## config.mk

```make
export PLATFORM = sky130hd
export DESIGN_NAME = aes_block_loader
export DESIGN_NICKNAME = d
export VERILOG_FILES = /design/src/rtl/aes_pkg.sv /design/src/rtl/aes_block_loader.sv
export SDC_FILE = /design/constraint.sdc
export NUM_CORES = 1
export LEC_CHECK = 0
export ABC_AREA = 1
export CAP_MARGIN = 10
export CORE_ASPECT_RATIO = 0.8
export CORE_UTILIZATION = 54
export DETAILED_ROUTE_END_ITERATION = 8
export GPL_TIMING_DRIVEN = 0
export HOLD_SLACK_MARGIN = 0.15
export PLACE_DENSITY = 0.87
export SYNTH_ARGS = -nofsm -noshare
export SYNTH_HDL_FRONTEND = slang
export SYNTH_SLANG_ARGS = --single-unit
```

## constraint.sdc

```tcl
create_clock -name clk -period 37.7 [get_ports clk]
set_input_delay 7.54 -clock clk [delete_from_list [all_inputs] [get_ports clk]]
set_output_delay 7.54 -clock clk [all_outputs]
set_load 0.01 [all_outputs]
```

## src/rtl/aes_pkg.sv

```systemverilog
// Shared AES front-end definitions: key-size encodings, mode encodings and loader state set.
package aes_pkg;

  localparam logic ENCRYPT = 1'b0;
  localparam logic DECRYPT = 1'b1;

  localparam logic [1:0] MODE_128 = 2'b00;
  localparam logic [1:0] MODE_192 = 2'b01;
  localparam logic [1:0] MODE_256 = 2'b10;

  typedef enum logic [1:0] {IDLE, KEY, DATA, HOLD} loaderState_e;

  // Key length in bytes; the illegal encoding never gets latched, so it maps to 16.
  function automatic logic [5:0] key_bytes(input logic [1:0] keyType);
    case (keyType)
      MODE_192: return 6'd24;
      MODE_256: return 6'd32;
      default:  return 6'd16;
    endcase
  endfunction

endpackage

```

## src/rtl/aes_block_loader.sv

```systemverilog
// Byte-serial loader: packs key bytes then 16 block bytes into left-justified registers
// and offers the finished frame to the AES cores over a valid/ready handshake.
module aes_block_loader
  import aes_pkg::*;
#(
  parameter bit          CHECK_LAST  = 1'b1,
  parameter int unsigned BLOCK_BYTES = 16
) (
  input  logic         clk,
  input  logic         reset,
  input  logic [1:0]   keyType,
  input  logic         mode,
  input  logic [7:0]   in_byte,
  input  logic         in_valid,
  input  logic         in_last,
  input  logic         in_abort,
  output logic         in_ready,
  output logic [0:255] key_out,
  output logic [0:127] block_out,
  output logic [1:0]   out_keyType,
  output logic         out_mode,
  output logic         out_valid,
  input  logic         out_ready,
  output logic         cfg_err,
  output logic         frame_err
);

  loaderState_e state;
  logic [4:0]   byteCnt;
  logic [5:0]   keyLen;
  logic         xfer;
  logic         lastByte;
  logic         lastErr;

  always_comb begin
    keyLen   = key_bytes(out_keyType);
    xfer     = in_valid && in_ready && !in_abort;
    lastByte = (state == DATA) && (byteCnt == 5'(BLOCK_BYTES - 1));
    lastErr  = CHECK_LAST && (in_last != lastByte);
  end

  assign cfg_err  = (state == IDLE) && (keyType == 2'b11);
  assign in_ready = !reset && (((state == IDLE) && (keyType != 2'b11)) ||
                               (state == KEY) || (state == DATA));

  always_ff @(posedge clk or posedge reset) begin
    if (reset) begin
      state       <= IDLE;
      byteCnt     <= '0;
      key_out     <= '0;
      block_out   <= '0;
      out_keyType <= 2'b00;
      out_mode    <= 1'b0;
      out_valid   <= 1'b0;
      frame_err   <= 1'b0;
    end else begin
      frame_err <= 1'b0;
      if (in_abort) begin
        // Abort wins over a same-cycle transfer; the byte is dropped.
        if (state != IDLE) begin
          state     <= IDLE;
          byteCnt   <= '0;
          out_valid <= 1'b0;
        end
      end else begin
        case (state)
          IDLE: begin
            if (xfer) begin
              if (lastErr) begin
                frame_err <= 1'b1;
              end else begin
                out_keyType <= keyType;
                out_mode    <= mode;
                key_out     <= {in_byte, 248'd0};
                block_out   <= '0;
                byteCnt     <= 5'd1;
                state       <= KEY;
              end
            end
          end
          KEY: begin
            if (xfer) begin
              if (lastErr) begin
                frame_err <= 1'b1;
                byteCnt   <= '0;
                state     <= IDLE;
              end else begin
                key_out[{byteCnt, 3'b000} +: 8] <= in_byte;
                if (byteCnt == 5'(keyLen - 6'd1)) begin
                  byteCnt <= '0;
                  state   <= DATA;
                end else begin
                  byteCnt <= byteCnt + 5'd1;
                end
              end
            end
          end
          DATA: begin
            if (xfer) begin
              if (lastErr) begin
                frame_err <= 1'b1;
                byteCnt   <= '0;
                state     <= IDLE;
              end else begin
                block_out[{byteCnt[3:0], 3'b000} +: 8] <= in_byte;
                if (lastByte) begin
                  out_valid <= 1'b1;
                  state     <= HOLD;
                end else begin
                  byteCnt <= byteCnt + 5'd1;
                end
              end
            end
          end
          HOLD: begin
            if (out_valid && out_ready) begin
              out_valid <= 1'b0;
              byteCnt   <= '0;
              state     <= IDLE;
            end
          end
          default: state <= IDLE;
        endcase
      end
    end
  end

endmodule

```

==> results of run 1 <==
-- routing by layer --
layer / share of wire [%] / up-vias
li1: - / 7549
met1: 38 / 8347
met2: 44 / 1302
met3: 13 / 220
met4: 4.7 / 0
met5: 0 / -
-- flip-flops by register name (all words and copies together) (netlist names) --
register     count
key_out        256
out_keyType      2
byteCnt          5
state            2
frame_err        1
out_mode         1
block_out      128
out_valid        1
-- report_power, final --
group / total (mW) / switching (mW) / internal, mW
registers: 0.442 / 0.00760 / 0.435
logic: 0.215 / 0.164 / 0.0518
clock network: 0.382 / 0.166 / 0.216
-- synth_stat cells, types with 4 or more instances --
| cell | count | area share (%) |
|---|---|---|
| a21oi_1 | 4 | 0.12 |
| a22oi_1 | 8 | 0.35 |
| buf_2 | 24 | 0.71 |
| buf_4 | 14 | 0.62 |
| clkbuf_1 | 31 | 0.68 |
| dfrtp_1 | 396 | 58 |
| ha_1 | 8 | 0.59 |
| inv_1 | 37 | 0.82 |
| nand2_1 | 916 | 20 |
| nand3_1 | 311 | 9.2 |
| nand3b_1 | 10 | 0.44 |
| nand4_1 | 28 | 1.0 |
| nor2_1 | 155 | 3.4 |
| o21ai_0 | 62 | 1.8 |
| o21ai_1 | 25 | 0.74 |
-- cell families (layout without fill, tap and decap cells) --
logic type	after synthesis	after routing	share of synthesized area [%]
adder cells (fa/ha/maj)	8	8	0.5886
AND/OR/NAND/NOR	1433	1433	34.89
flip-flops	396	396	58.27
AO/OA/AOI/OAI	103	103	3.208
buffers and inverters	114	592	3.046
-- area by class of cell --
class | instances | share of cell area (%)
flip-flops and latches | 396 | 43.25
multi-input cells | 1544 | 28.72
repair buffers | 410 | 18.14
clock buffers | 58 | 4.964
well taps | 413 | 2.255
plain buffers | 72 | 1.573
inverters | 42 | 0.7209
clock inverters | 10 | 0.3768
-- metrics by stage --
step	worst slack, ns	area [um2]	instances	utilization [%]
3_3_place_gp	14.98	21600	2874	70.42
2_1_floorplan	19.13	17010	2054	-
3_5_place_dp	21.21	21690	2877	70.72
6_report	21.21	22910	2945	74.71
5_1_grt	21.15	22910	2945	74.71
4_1_cts	21.21	22910	2945	74.71
-- worst max-delay path, cell delays in order --
cell and delay (ns):
clkdlybuf4s50_1 0.54, a21oi_2 0.22, nand2_1 0.08, inv_1 0.05, clkdlybuf4s50_1 0.52
-- path summary, 6_finish.rpt --
| check | startpoint | to | slack, ns | cells after the start |
|---|---|---|---|---|
| setup / recovery | reset | in_ready | 21.21 | 5 |
| hold / removal | block_out[115] | block_out[115] | 0.47 | 2 |
| setup reg to reg | byteCnt[4] | key_out[91] | 33.50 | 12 |
| hold reg to reg | block_out[115] | block_out[115] | 0.47 | 2 |
| max in group asynchronous | reset | key_out[168] | 29.15 | 3 |
| min in group asynchronous | reset | key_out[221] | 7.54 | 2 |
==> flow_summary.ini, run 1 <==
[timing]
hold_viol = 0
timing.hold.ws_ns = 0.4717
max-slew-margin-rel_pct = 25.36
rsz0062_at_grt = no
finalCriticalPeriod_ns = 16.49
setup_viol = 0
drv_slew = 0
fin_skew_ns = 0.01424
period_share_pct = 43.73
tightest_slew_ns = 1.120
fin_tns_setup_ns = 0
fmax_mhz = 60.66

[global_routing]
antenna_found_initial = 0
use_met3_pct = 11.28
grt_max_degree = 118
gr-usage-met2_pct = 61.16
globalRouteOverflowTotal = 0
use_met1_pct = 54.49
busiest_layer = met2
grt_pass1_wl_um = 98410
grt_usage_pct = 40.27
grt_pass1_vias = 16750

[clock_network]
ctsHoldBuffers = 0
cts-buffers-inserted = 39
cts_tree = built
cts_max_level = 2
cts.sinks = 396
cts_resized = 0
cts-root-buf = clkbuf_16
cts_setup_buffers = 0
path_clk_slew_ns = 0.06
insertion_delay_ns = 0.54
max-clock-path-buffers = 3

[logic_synthesis]
synth_seq_cells = 396
synth-async-reset-ratio_pct = 100.0
synth_edf_count = 0
ys_seq_area_share_pct = 58.27
yosysWarnings = 0
synthCells = 2054
synth_area_um2 = 17010
postSynthAreaPerCell_um2 = 8.280
synth_ff_type = dfrtp_1
synth_nets = 2079
yosysUniqueCellTypes = 28

[floorplan]
core-area_um2 = 30670
die_area_um2 = 32210
start_util_pct = 55.45
row_count = 57
die_width_um = 200.4
die_h_um = 160.7
pin_count = 408

[pwr]
power.leakage_nw = 11.42
power_mw = 1.040
power.density_nw_per_um2 = 45.38
vdd_ir_drop_max_uv = 31.57

[routing]
wirelength_um = 65170
drtIter0Drc = 1848
antenna_left = 0
drc = 0
firstDrtPassIters = 6
wl_per_cell_um = 22.13
vias = 17420
avgViaCountPerCell = 5.914

[worst_setup_path]
crit_arrival_ns = 8.95
end_kind = output pin
path_class = input port to output pin
crit_fanout = 3
critPathRequiredTime_ns = 30.16
start_kind = input port

[placed_design]
hpwl_um = 46850
gp_congestion = 0.9898
port_buffers = 407

[cells_and_area]
num-nets-final = 2530
drive_gt1_share_pct = 4.621
mostFrequentLayoutCell = nand2_1
seq_area_um2 = 9910
diodes = 0
most-common-layout-cells = nand2_1 (916), clkdlybuf4s50_1 (407), dfrtp_1 (396)
fill_cells = 2205
multi_input_area_um2 = 6579
area_growth_syn_to_layout_pct = 34.72

[hold_path]
worstHoldPathType = flip-flop to flip-flop

[outcome]
status = complete, no violations

[flow_run]
max_cap_viol_count = 0
(Power assumes the default switching activity.)
==> inputs of run 2 (changes only) <==
--- a/config.mk
+++ b/config.mk
@@ -8,11 +8,11 @@
 export ABC_AREA = 1
 export CAP_MARGIN = 10
 export CORE_ASPECT_RATIO = 0.8
-export CORE_UTILIZATION = 54
+export CORE_UTILIZATION = 45
 export DETAILED_ROUTE_END_ITERATION = 8
 export GPL_TIMING_DRIVEN = 0
 export HOLD_SLACK_MARGIN = 0.15
-export PLACE_DENSITY = 0.87
+export PLACE_DENSITY = 0.77
 export SYNTH_ARGS = -nofsm -noshare
 export SYNTH_HDL_FRONTEND = slang
 export SYNTH_SLANG_ARGS = --single-unit
==> constraint.sdc (replaced) <==
create_clock -name clk -period 13.4 [get_ports clk]
set_input_delay 2.68 -clock clk [delete_from_list [all_inputs] [get_ports clk]]
set_output_delay 2.68 -clock clk [all_outputs]
set_load 0.01 [all_outputs]
==> run 2 against run 1 <==
  * Register-to-register slack got worse by 24 ns
  * Critical path depth did not move
  * Routed wire length rose by 1.3%
  * Die area rose by 20%
==> flow_summary.ini, run 2 (synthesized netlist as in run 1, its figures left out) <==
[floorplan]
die_h_um = 175.9
pin_count = 408
die_area_um2 = 38580
row_count = 63
core-area_um2 = 37130
start_util_pct = 45.81
die_width_um = 219.3

[worst_setup_path]
r2r_cells = 12
r2r_end = key_out[178]
start_kind = input port
r2r_start = byteCnt[4]
end_kind = output pin
crit_path_end = in_ready
reg2reg_slack_ns = 9.31
path_class = input port to output pin
crit_path_start = reset
critPathRequiredTime_ns = 10.72
crit_fanout = 3
crit_arrival_ns = 4.00

[routing]
wl_per_cell_um = 21.82
firstDrtPassIters = 6
drc = 0
wirelength_um = 66050
antenna_left = 0
avgViaCountPerCell = 5.633
drtIter0Drc = 1879
vias = 17050

[placed_design]
gp_congestion = 0.9486
dp_slack_ns = 6.716
hpwl_um = 48550
post_dp_cell_area_um2 = 21890
port_buffers = 407
dp_cells = 2958

[cells_and_area]
most-common-layout-cells = nand2_1 (916), clkdlybuf4s50_1 (407), dfrtp_1 (396)
fin_area_um2 = 23210
top_regs = key_out: 256 flops, block_out: 128 flops, byteCnt: 5 flops
largest_reg_flops = 256
mostFrequentLayoutCell = nand2_1
stdcell_count = 3027
drive_gt1_share_pct = 5.118
final_util_pct = 62.52
num-nets-final = 2539
diodes = 0
regMostFlops = key_out
area_growth_syn_to_layout_pct = 36.48

[clock_network]
cts-buffers-inserted = 41
cts_resized = 0
insertion_delay_ns = 0.55
path_clk_slew_ns = 0.06
cts_tree = built
cts-root-buf = clkbuf_16
max-clock-path-buffers = 3
cts_setup_buffers = 0
ctsHoldBuffers = 0
cts.sinks = 396
cts_max_level = 2

[global_routing]
antenna_found_initial = 0
grt_pass1_wl_um = 99330
grt_pass1_vias = 16370
globalRouteOverflowTotal = 0
grt_max_degree = 45
grt_usage_pct = 34.43

[timing]
max-slew-margin-rel_pct = 22.32
fin_tns_setup_ns = 0
period_share_pct = 49.87
hold_viol = 0
drv_slew = 0
rsz0062_at_grt = no
tightest_slew_ns = 1.165
fmax_mhz = 149.7
setup_slack_ns = 6.718
timing.hold.ws_ns = 0.4678
setup_viol = 0
fin_skew_ns = 0.02127
finalCriticalPeriod_ns = 6.682

[hold_path]
worstHoldPathType = flip-flop to flip-flop

[pwr]
power.density_nw_per_um2 = 129.4
power.leakage_nw = 11.53
power_mw = 3.003
vdd_ir_drop_max_uv = 81.90

[flow_run]
max_cap_viol_count = 0

[outcome]
status = complete, no violations
[run 2: area by class of cell]
class / count / area [um2]
inverter: 42 / 161.4
buffer: 72 / 360.3
clock inverter: 15 / 162.7
multi-input combinational: 1544 / 6579
clock buffer: 54 / 1155
fill: 3144 / 13920
tap: 487 / 609.3
sequential: 396 / 9910
timing repair buffer: 417 / 4274
[run 2: worst min-delay path by stage]
| stage | to | cells past startpoint | slack (ns) | start |
|---|---|---|---|---|
| 4_1_cts | block_out[62] | 2 | 0.47 | block_out[62] |
| 3_3_place_gp | block_out[18] | 2 | 0.45 | block_out[18] |
| 6_report | key_out[129] | 2 | 0.47 | key_out[129] |
| 5_1_grt | block_out[111] | 2 | 0.49 | block_out[111] |
| 2_1_floorplan | block_out[0] | 2 | 0.51 | block_out[0] |
| 3_5_place_dp | block_out[62] | 2 | 0.46 | block_out[62] |
[run 2: power by group]
part           internal [mW]  total [mW]  switching (mW)
clock network          0.663        1.15           0.485
logic                  0.149       0.612           0.463
registers               1.22        1.24          0.0204
total                   2.03        3.00           0.968
[run 2: worst max-delay path: stages]
cell	delay [ns]
clkdlybuf4s50_1	0.50
a21oi_2	0.18
nand2_1	0.07
inv_1	0.05
clkdlybuf4s50_1	0.52
[run 2: per-layer routing]
metal  wire length [um]  global-route usage, %  vias up  part of all wire, %
met5                  0                      0        -                    0
met4               2660                  14.41        0                  4.0
met3               7529                  9.368      165                   11
met2              29100                  51.27     1015                   44
met1              26760                  47.40     8308                   41
li1                   -                      -     7562                    -
